[src/rtl/debounce_bank_if.sv]
// ---------------------------------------------------------------------------
// debounce_bank_if
//   Signal bundle between the input-conditioning bank and its user.
//
//   Parameters
//     N_CH        number of conditioned channels
//
//   Signals
//     en          filter enable (driven by the user)
//     din         raw asynchronous pin levels (driven by the user side / pins)
//     dout        debounced, registered levels
//     rise        one-clock strobe per channel when dout goes 0->1
//     fall        one-clock strobe per channel when dout goes 1->0
//     sample_tick one-clock pulse marking each sample instant
//
//   Modports
//     master      the side that drives en/din and consumes the results
//     slave       the debounce bank itself
// ---------------------------------------------------------------------------
interface debounce_bank_if #(
  parameter int N_CH = 2
);

  logic            en;
  logic [N_CH-1:0] din;
  logic [N_CH-1:0] dout;
  logic [N_CH-1:0] rise;
  logic [N_CH-1:0] fall;
  logic            sample_tick;

  modport master (
    output en,
    output din,
    input  dout,
    input  rise,
    input  fall,
    input  sample_tick
  );

  modport slave (
    input  en,
    input  din,
    output dout,
    output rise,
    output fall,
    output sample_tick
  );

endinterface : debounce_bank_if

[src/rtl/debounce_bank.sv]
// ---------------------------------------------------------------------------
// debounce_bank
//   Multi-channel input conditioner for switches, buttons and rotary-encoder
//   contacts. Every channel is synchronised through two flops, sampled on a
//   shared programmable tick, and only allowed to change its debounced level
//   after the new value has been seen on STABLE_SAMPLES consecutive ticks.
//   A change of the debounced level is accompanied by a one-clock rise or
//   fall strobe that coincides with the first cycle of the new level.
//
//   Parameters
//     N_CH            number of independent channels (1..32)
//     CLK_DIV         clk cycles per sample tick (>=1, 1 = every cycle)
//     STABLE_SAMPLES  consecutive ticks a new value must persist (>=1)
//     RST_VAL         reset/idle level of the sync flops and dout (0 or 1)
//
//   Ports
//     clk             system clock, all logic on its rising edge
//     rst_n           asynchronous active-low reset
//     bus.en          enable; low freezes dout, clears the qualification
//                     counters and holds the prescaler at zero
//     bus.din         raw asynchronous inputs
//     bus.dout        debounced levels (registered)
//     bus.rise        one-clock pulse when dout[i] goes 0->1
//     bus.fall        one-clock pulse when dout[i] goes 1->0
//     bus.sample_tick registered copy of the internal sample tick
// ---------------------------------------------------------------------------
module debounce_bank #(
  parameter int N_CH           = 2,
  parameter int CLK_DIV        = 100,
  parameter int STABLE_SAMPLES = 4,
  parameter int RST_VAL        = 0
) (
  input  logic              clk,
  input  logic              rst_n,
  debounce_bank_if.slave    bus
);

  // -------------------------------------------------------------------------
  // Derived constants
  // -------------------------------------------------------------------------
  // Prescaler needs at least one bit even when CLK_DIV is 1 (it then simply
  // stays at zero and the tick is permanently asserted while enabled).
  localparam int PW = (CLK_DIV > 1) ? $clog2(CLK_DIV) : 1;
  localparam logic [PW-1:0] DIV_LAST = PW'(CLK_DIV - 1);

  // Qualification counter; one spare bit so STABLE_SAMPLES == 1 still has a
  // legal (one-bit) counter.
  localparam int CW = $clog2(STABLE_SAMPLES) + 1;
  localparam logic [CW-1:0] CNT_LAST = CW'(STABLE_SAMPLES - 1);
  localparam logic [CW-1:0] CNT_ONE  = CW'(1);

  localparam logic          RST_BIT = (RST_VAL != 0);
  localparam logic [N_CH-1:0] RST_VEC = {N_CH{RST_BIT}};

  // -------------------------------------------------------------------------
  // Sample-tick prescaler
  // -------------------------------------------------------------------------
  logic [PW-1:0] div_cnt_reg;
  logic          tick;
  logic          sample_tick_reg;

  // The tick is combinational so the filter acts on the same edge at which
  // the prescaler wraps; sample_tick is its registered image and therefore
  // lines up with the cycle in which an updated dout first becomes visible.
  assign tick = bus.en && (div_cnt_reg == DIV_LAST);

  always_ff @(posedge clk or negedge rst_n) begin
    if (!rst_n) begin
      div_cnt_reg     <= '0;
      sample_tick_reg <= 1'b0;
    end else begin
      sample_tick_reg <= tick;
      if (!bus.en || tick) begin
        div_cnt_reg <= '0;
      end else begin
        div_cnt_reg <= div_cnt_reg + PW'(1);
      end
    end
  end

  assign bus.sample_tick = sample_tick_reg;

  // -------------------------------------------------------------------------
  // Two-flop synchroniser, free running regardless of en so that the filter
  // sees an up-to-date level as soon as it is enabled again.
  // -------------------------------------------------------------------------
  logic [N_CH-1:0] s1_reg;
  logic [N_CH-1:0] s2_reg;

  always_ff @(posedge clk or negedge rst_n) begin
    if (!rst_n) begin
      s1_reg <= RST_VEC;
      s2_reg <= RST_VEC;
    end else begin
      s1_reg <= bus.din;
      s2_reg <= s1_reg;
    end
  end

  // -------------------------------------------------------------------------
  // Per-channel stability filter and edge strobes
  // -------------------------------------------------------------------------
  logic [N_CH-1:0] dout_vec;
  logic [N_CH-1:0] rise_vec;
  logic [N_CH-1:0] fall_vec;

  generate
    for (genvar gi = 0; gi < N_CH; gi++) begin : g_ch
      logic [CW-1:0] cnt_reg;
      logic          dout_reg;
      logic          rise_reg;
      logic          fall_reg;
      logic          differ;

      assign differ = s2_reg[gi] ^ dout_reg;

      always_ff @(posedge clk or negedge rst_n) begin
        if (!rst_n) begin
          cnt_reg  <= '0;
          dout_reg <= RST_BIT;
          rise_reg <= 1'b0;
          fall_reg <= 1'b0;
        end else begin
          // Strobes live for exactly one cycle unless re-armed below.
          rise_reg <= 1'b0;
          fall_reg <= 1'b0;
          if (!bus.en) begin
            // Disabling throws away any partial qualification; the level
            // itself is held.
            cnt_reg <= '0;
          end else if (tick) begin
            if (!differ) begin
              // Any sample agreeing with the current level restarts the
              // qualification: this is what rejects bounces.
              cnt_reg <= '0;
            end else if (cnt_reg == CNT_LAST) begin
              dout_reg <= s2_reg[gi];
              cnt_reg  <= '0;
              rise_reg <= s2_reg[gi];
              fall_reg <= ~s2_reg[gi];
            end else begin
              cnt_reg <= cnt_reg + CNT_ONE;
            end
          end
        end
      end

      assign dout_vec[gi] = dout_reg;
      assign rise_vec[gi] = rise_reg;
      assign fall_vec[gi] = fall_reg;
    end
  endgenerate

  assign bus.dout = dout_vec;
  assign bus.rise = rise_vec;
  assign bus.fall = fall_vec;

endmodule : debounce_bank

[src/flat_wrapper.sv]
// flat-port wrapper written by rule: the top's interface ports become plain ports
module debounce_bank_flat 
#(
  parameter int N_CH           = 2,
  parameter int CLK_DIV        = 100,
  parameter int STABLE_SAMPLES = 4,
  parameter int RST_VAL        = 0
)
  (clk, rst_n, bus_en, bus_din, bus_dout, bus_rise, bus_fall, bus_sample_tick);
  debounce_bank_if #(.N_CH(N_CH)) bus_i ();
  input  logic clk;
  input  logic rst_n;
  input wire logic [$bits(bus_i.en)-1:0] bus_en;
  input wire logic [$bits(bus_i.din)-1:0] bus_din;
  output wire logic [$bits(bus_i.dout)-1:0] bus_dout;
  output wire logic [$bits(bus_i.rise)-1:0] bus_rise;
  output wire logic [$bits(bus_i.fall)-1:0] bus_fall;
  output wire logic [$bits(bus_i.sample_tick)-1:0] bus_sample_tick;
  assign bus_i.en = bus_en;
  assign bus_i.din = bus_din;
  assign bus_dout = bus_i.dout;
  assign bus_rise = bus_i.rise;
  assign bus_fall = bus_i.fall;
  assign bus_sample_tick = bus_i.sample_tick;
  debounce_bank #(.N_CH(N_CH), .CLK_DIV(CLK_DIV), .STABLE_SAMPLES(STABLE_SAMPLES), .RST_VAL(RST_VAL)) u_core (.clk(clk), .rst_n(rst_n), .bus(bus_i));
endmodule
[config.mk]
export PLATFORM = sky130hd
export DESIGN_NAME = debounce_bank_flat
export DESIGN_NICKNAME = d
export VERILOG_FILES = /design/src/rtl/debounce_bank_if.sv /design/src/rtl/debounce_bank.sv /design/src/flat_wrapper.sv
export SDC_FILE = /design/constraint.sdc
export NUM_CORES = 1
export LEC_CHECK = 0
export ABC_AREA = 1
export CAP_MARGIN = 20
export CORE_MARGIN = 2
export CORE_UTILIZATION = 54
export CTS_CLUSTER_DIAMETER = 60
export CTS_CLUSTER_SIZE = 8
export DETAILED_ROUTE_END_ITERATION = 12
export GPL_TIMING_DRIVEN = 0
export PLACE_DENSITY = 0.84
export SYNTH_ARGS = -nofsm -noshare
export SYNTH_HDL_FRONTEND = slang
export SYNTH_SLANG_ARGS = --single-unit
[constraint.sdc]
create_clock -name clk -period 1.8 [get_ports clk]
set_clock_uncertainty 0.2 [all_clocks]
set_input_delay 0.27 -clock clk [delete_from_list [all_inputs] [get_ports clk]]
set_output_delay 0.27 -clock clk [all_outputs]
set_load 0.02 [all_outputs]
==> flow_summary_export.csv, run 1 <==
group,metric,value,unit
layout,nFillCells,174,
detailed_routing,initialDrtViolationCount,18,
clock_tree,ctsHtreeMaxLevel,1,
worst_setup_path,critPathBufInv,1,
clock_tree,clock_latency,300,ps
synthesis,yosysWarningCount,0,
layout,drive_gt1_frac,0.1884,
sta,finalSetupViolations,0,
grt,grt_pass1_vias,850,
clock_tree,postCtsSetupRepairBufs,0,
synthesis,synth_seq_area_share,0.5399,
job,cap_violations,0,
detailed_routing,final_antenna_net_count,0,
worst_setup_path,startpoint_type,"flip-flop",
detailed_routing,wl_per_cell,11.68,um
detailed_routing,via_count,818,
synthesis,synth_edf_count,0,
worst_setup_path,crit_required,1330,ps
sta,fmax,0.5893,GHz
detailed_routing,drc_errors,0,
layout,final_nets,148,
placement,placed_area,0.001256,sq mm
layout,largest_register_ffs,7,
die,io_pins,12,
sta,slew_viol_final,0,
grt,antenna_found_initial,0,
sta,whs,54.81,ps
worst_setup_path,path_class,"flip-flop to output pin",
sta,worst_pin_slew,427.9,ps
placement,post-place-ws,18.78,ps
grt,grt_use_met1,0.2110,
placement,gp_congestion,0.7906,
clock_tree,cts_tree,"built",
grt,grt_max_degree,25,
detailed_routing,firstDrtPassIters,4,
synthesis,yosysTopAreaCell,"dfrtp_1",
sta,period_share,0.9427,
detailed_routing,vias_per_cell,4.958,
sta,rsz0062_at_grt,"false",
synthesis,avgSynthCellArea,9.043,sq um
pwr,power.density,645.3,mW/mm^2
grt,use_met2,0.3401,
worst_setup_path,crit_family,"buffers and inverters",
layout,final_area,0.001299,sq mm
grt,met3_usage,0.03067,
grt,grt_pass1_wl,3.463,mm
clock_tree,clockBufferDepth,2,
synthesis,async_flop_share,1.000,
grt,grt-ovfl-total,0,
pwr,total_power,0.8381,mW
worst_setup_path,critPathArrivalTime,1230,ps
status,outcome,"finished, final reports clean",
detailed_routing,routed_wl,1.928,mm
worst_setup_path,crit_path_end_kind,"output pin",
placement,hpwl,1.421,mm
synthesis,synth_common_cells,"24 x dfrtp_1, 23 x nand2_1, 16 x nor2_1, 14 x inv_1",
die,die-height,49.39,um
synthesis,yosysMostFrequentCell,"dfrtp_1",
sta,setup_ws,103.1,ps
die,dieArea,0.002439,sq mm
die,start_util,0.5670,
synthesis,synth.distinct_cells,20,
synthesis,synth_ff_type,"dfrtp_1",
die,core-area,0.001962,sq mm
grt,grt_use_total,0.1854,
clock_tree,cts-root-buf,"clkbuf_4",
layout,area_growth,16.76,%
synthesis,synth_area,0.001112,sq mm
synthesis,synth_top_area_frac,0.5399,
hold_path,worst_hold_path_type,"input pin to async pin",
layout,diodes,0,
synthesis,synthCells,123,
sta,final.min_clock_period,1697,ps
sta,hold_violations,0,
clock_tree,cts_buffers,3,
die,die_w,49.39,um
worst_setup_path,crit_chain,"clkdlybuf4s50_1",
clock_tree,clock-sinks,24,
clock_tree,clk_pin_slew,120,ps
placement,io_buffers,11,
sta,relSlewSlack,0.7139,
worst_setup_path,worstPathMaxFanout,1,
synthesis,synthTopCellsByArea,"dfrtp_1 54%, nand2_1 7.8%, nor2_1 5.4%",
worst_setup_path,cp_slowest_cell,"clkdlybuf4s50_1",
grt,top_usage_layer,"met2",
sta,tns,0,ps
synthesis,synthesis.nets,131,
synthesis,synth_seq_cells,24,
worst_setup_path,max_stage_delay,590,ps
die,fp-row-count,16,
pwr,power.ir.vdd_worst,0.0004891,V
pwr,p_leak,0.6864,nW
[cells in the final DEF (no fill, tap or decap)]
cell type | netlist | layout
dfrtp_1 | 24 | 24
nand2_1 | 23 | 23
nor2_1 | 16 | 16
inv_1 | 14 | 14
nand4_1 | 6 | 6
buf_4 | 6 | 6
dlygate4sd2_1 | 0 | 6
nand3_1 | 5 | 5
clkdlybuf4s50_1 | 0 | 5
o21ai_1 | 4 | 4
a21oi_1 | 3 | 3
inv_2 | 3 | 3
nand2_2 | 3 | 3
ha_1 | 3 | 3
clkbuf_4 | 0 | 3
nor2_2 | 2 | 2
nor2_4 | 2 | 2
o21ai_0 | 2 | 2
nand3_2 | 2 | 2
or2_2 | 2 | 2
buf_6 | 1 | 1
nor3_1 | 1 | 1
o21ai_2 | 1 | 1
buf_16 | 0 | 1
[logic make-up (layout without fill, tap and decap cells)]
group	count (synthesis)	after routing	share of synthesized area
DFF	24	24	0.5399
adders and majority gates	3	3	0.03375
and+or+nand+nor	62	62	0.2700
buffers and inverters	24	39	0.1080
AOI/OAI and AO/OA	10	10	0.04837
[where the power goes]
part | internal (mW) | switching, mW | total [mW] | leakage (nW)
clock | 0.0779 | 0.144 | 0.222 | 0.0138
sequential | 0.549 | 0.00784 | 0.557 | 0.324
combinational | 0.0248 | 0.0346 | 0.0595 | 0.349
[metrics by stage]
step / utilization / std cells
6_report: 0.6620 / 165
4_1_cts: 0.6480 / 164
5_1_grt: 0.6620 / 165
3_5_place_dp: 0.6403 / 161
3_3_place_gp: 0.6403 / 161
2_1_floorplan: - / 123
[repair_timing]
| item | CTS | global route |
|---|---|---|
| endpoints found under the setup margin | 6 | 0 |
| gates resized for setup | 6 | 0 |
| hold buffers | 0 | 0 |
[worst paths after layout]
| check | from | endpoint | slack, ps | cells after the start |
|---|---|---|---|---|
| setup / recovery | u_core.bus.sample_tick$_DFF_PN0_ | bus_sample_tick | 100 | 1 |
| hold / removal | rst_n | u_core.div_cnt_reg[4]$_DFF_PN0_ | 50 | 1 |
| setup reg to reg | u_core.div_cnt_reg[0]$_DFF_PN0_ | u_core.g_ch[1].dout_reg$_DFFE_PN0P_ | 210 | 7 |
| hold reg to reg | u_core.s1_reg[1]$_DFF_PN0_ | u_core.s2_reg[1]$_DFF_PN0_ | 170 | 0 |
| max in group asynchronous | rst_n | u_core.g_ch[1].rise_reg$_DFF_PN0_ | 910 | 2 |
| min in group clk | u_core.s1_reg[1]$_DFF_PN0_ | u_core.s2_reg[1]$_DFF_PN0_ | 170 | 0 |
[cell type report]
cell class	instances	area [sq um]	area share
sequential	24	600.6	0.4624
tap	27	33.78	0.02601
multi-input combinational	75	391.6	0.3015
clock buffer	3	22.52	0.01734
timing repair buffer	12	130.1	0.1002
buffer	7	56.30	0.04335
inverter	17	63.81	0.04913
[metal layers]
metal | wire length, um | part of all wire
met3 | 50 | 0.026
met1 | 821 | 0.43
met4 | 23 | 0.012
met2 | 1032 | 0.54
met5 | 0 | 0
(Power assumes the default switching activity.)
==> run 2: changes to the inputs <==
- CORE_ASPECT_RATIO: unset -> 0.6
- CORE_UTILIZATION: 54 -> 28
- PLACE_DENSITY: 0.84 -> 0.52
==> run 2 against run 1 <==
- count of clock-buffer cells in the layout grew 1
- sequential share of layout area shrank 2.1 points
- cell count grew 13%
- non-clock buffer count is the same
- sequential power is essentially flat
- worst setup slack lost 54 ps
- via count shrank 1.3%
- clock power grew 60%
- largest cell class unchanged
- highest routed layer unchanged
==> flow_summary_export.csv, run 2 (synthesized netlist as in run 1, its figures left out) <==
group,metric,value,unit
grt,grt_max_degree,25,
layout,drive_gt1_frac,0.1942,
worst_setup_path,crit_required,1330,ps
detailed_routing,vias_per_cell,4.339,
die,die-height,52.82,um
die,start_util,0.2971,
sta,relSlewSlack,0.6941,
sta,worst_pin_slew,457.4,ps
pwr,p_leak,0.6819,nW
pwr,sw_frac_of_total,0.2097,
clock_tree,clk_pin_slew,80,ps
pwr,p_sw,0.2038,mW
die,core-area,0.003744,sq mm
pwr,intPower,0.7681,mW
grt,grt_use_total,0.1015,
worst_setup_path,worstPathMaxFanout,1,
layout,nFillCells,375,
clock_tree,cts_tree,"built",
grt,grt_pass1_wl,3.415,mm
sta,slew_viol_final,0,
placement,hpwl,1.501,mm
sta,rsz0062_at_grt,"false",
sta,finalSetupViolations,0,
pwr,p_clk_frac,0.367,
die,dieArea,0.004509,sq mm
pwr,power.ir.vdd_worst,0.0003250,V
layout,diodes,0,
hold_path,worst_hold_path_type,"input pin to async pin",
worst_setup_path,critPathArrivalTime,1280,ps
worst_setup_path,path_class,"flip-flop to output pin",
worst_setup_path,startpoint_type,"flip-flop",
detailed_routing,routed_wl,2.008,mm
detailed_routing,final_antenna_net_count,0,
layout,area_growth,22.39,%
clock_tree,cts_buffers,3,
clock_tree,postCtsSetupRepairBufs,0,
worst_setup_path,ff2ff_setup_slack,250,ps
sta,whs,124.5,ps
layout,final_nets,148,
layout,final_cell_mix,"24 x dfrtp_1, 23 x nand2_1, 16 x nor2_1, 14 x inv_1, 9 x clkdlybuf4s50_1",
sta,fmax,0.5710,GHz
clock_tree,clockBufferDepth,2,
sta,hold_violations,0,
status,outcome,"finished, final reports clean",
die,io_pins,12,
clock_tree,cts-root-buf,"clkbuf_8",
layout,fin_util,0.3636,
layout,largest_register_ffs,7,
job,cap_violations,0,
sta,final.min_clock_period,1751,ps
detailed_routing,via_count,807,
detailed_routing,wl_per_cell,10.80,um
die,die_w,85.37,um
pwr,p_seq_frac,0.571,
detailed_routing,initialDrtViolationCount,46,
clock_tree,clock_latency,260,ps
pwr,comb_power_share,0.062,
clock_tree,clock-sinks,24,
grt,grt-ovfl-total,0,
worst_setup_path,crit_path_end_kind,"output pin",
layout,final_common_cell,"dfrtp_1",
sta,tns,0,ps
placement,io_buffers,11,
grt,antenna_found_initial,0,
sta,period_share,0.9729,
pwr,power.density,713.9,mW/mm^2
detailed_routing,firstDrtPassIters,4,
clock_tree,ctsHtreeMaxLevel,1,
placement,placed_cells_incl_taps,181,
grt,grt_pass1_vias,722,
detailed_routing,drc_errors,0,
die,fp-row-count,17,
layout,fin_cells,186,
placement,gp_congestion,0.8550,
## run 2: layout make-up
| class | instances | area [sq um] | area share |
|---|---|---|---|
| well taps | 47 | 58.81 | 0.04320 |
| repair buffers | 12 | 135.1 | 0.09926 |
| plain buffers | 7 | 56.30 | 0.04136 |
| multi-input cells | 75 | 391.6 | 0.2877 |
| clock buffers | 4 | 55.05 | 0.04044 |
| flip-flops and latches | 24 | 600.6 | 0.4412 |
| inverters | 17 | 63.81 | 0.04687 |
## run 2: worst max-delay path: stages, from the launching register on
cell and delay, ps:
dfrtp_1 370, buf_4 120, clkdlybuf4s50_1 530
## run 2: worst paths after layout
| kind | from | endpoint | cells after the start |
|---|---|---|---|
| min in group clk | u_core.s1_reg[1]$_DFF_PN0_ | u_core.s2_reg[1]$_DFF_PN0_ | 0 |
| max | u_core.g_ch[0].fall_reg$_DFF_PN0_ | bus_fall[0] | 2 |
| max reg2reg | u_core.div_cnt_reg[0]$_DFF_PN0_ | u_core.g_ch[0].cnt_reg[0]$_DFFE_PN0N_ | 7 |
| max in group asynchronous | rst_n | u_core.g_ch[0].dout_reg$_DFFE_PN0P_ | 2 |
| min | rst_n | u_core.div_cnt_reg[0]$_DFF_PN0_ | 1 |
| min reg2reg | u_core.s1_reg[1]$_DFF_PN0_ | u_core.s2_reg[1]$_DFF_PN0_ | 0 |
## run 2: through the flow
stage / worst slack (ps) / instance area [sq um] / power, mW
final: 48.72 / 1361 / 0.9718
after global routing: 0.09348 / 1361 / 1.030
after CTS: 24.91 / 1334 / 0.9821
after detailed placement: -51.44 / 1281 / 0.6204
after global placement: -18.61 / 1281 / 0.6195
after floorplan: 412.6 / 1112 / 0.5920
## run 2: repair_timing
| action | in CTS | in global routing |
|---|---|---|
| endpoints found under the setup margin | 2 | 0 |
| hold buffers | 0 | 0 |
| resized for setup | 2 | 0 |
## run 2: routing by layer
metal / GRT usage / wire length, um / share of wire / up-vias
li1: - / - / - / 422
met1: 0.1341 / 1035 / 0.52 / 372
met2: 0.1589 / 892 / 0.44 / 11
met3: 0.03307 / 64 / 0.032 / 2
met4: 0.03175 / 16 / 0.0080 / 0
met5: 0 / 0 / 0 / -
## run 2: power groups by stage
stage	registers, mW	clock network, mW	logic, mW
finish	0.555	0.356	0.0604
global placement	0.566	0	0.0536
floorplan	0.565	0	0.0272
CTS	0.555	0.372	0.0545
global route	0.557	0.404	0.0691
detailed placement	0.566	0	0.0542
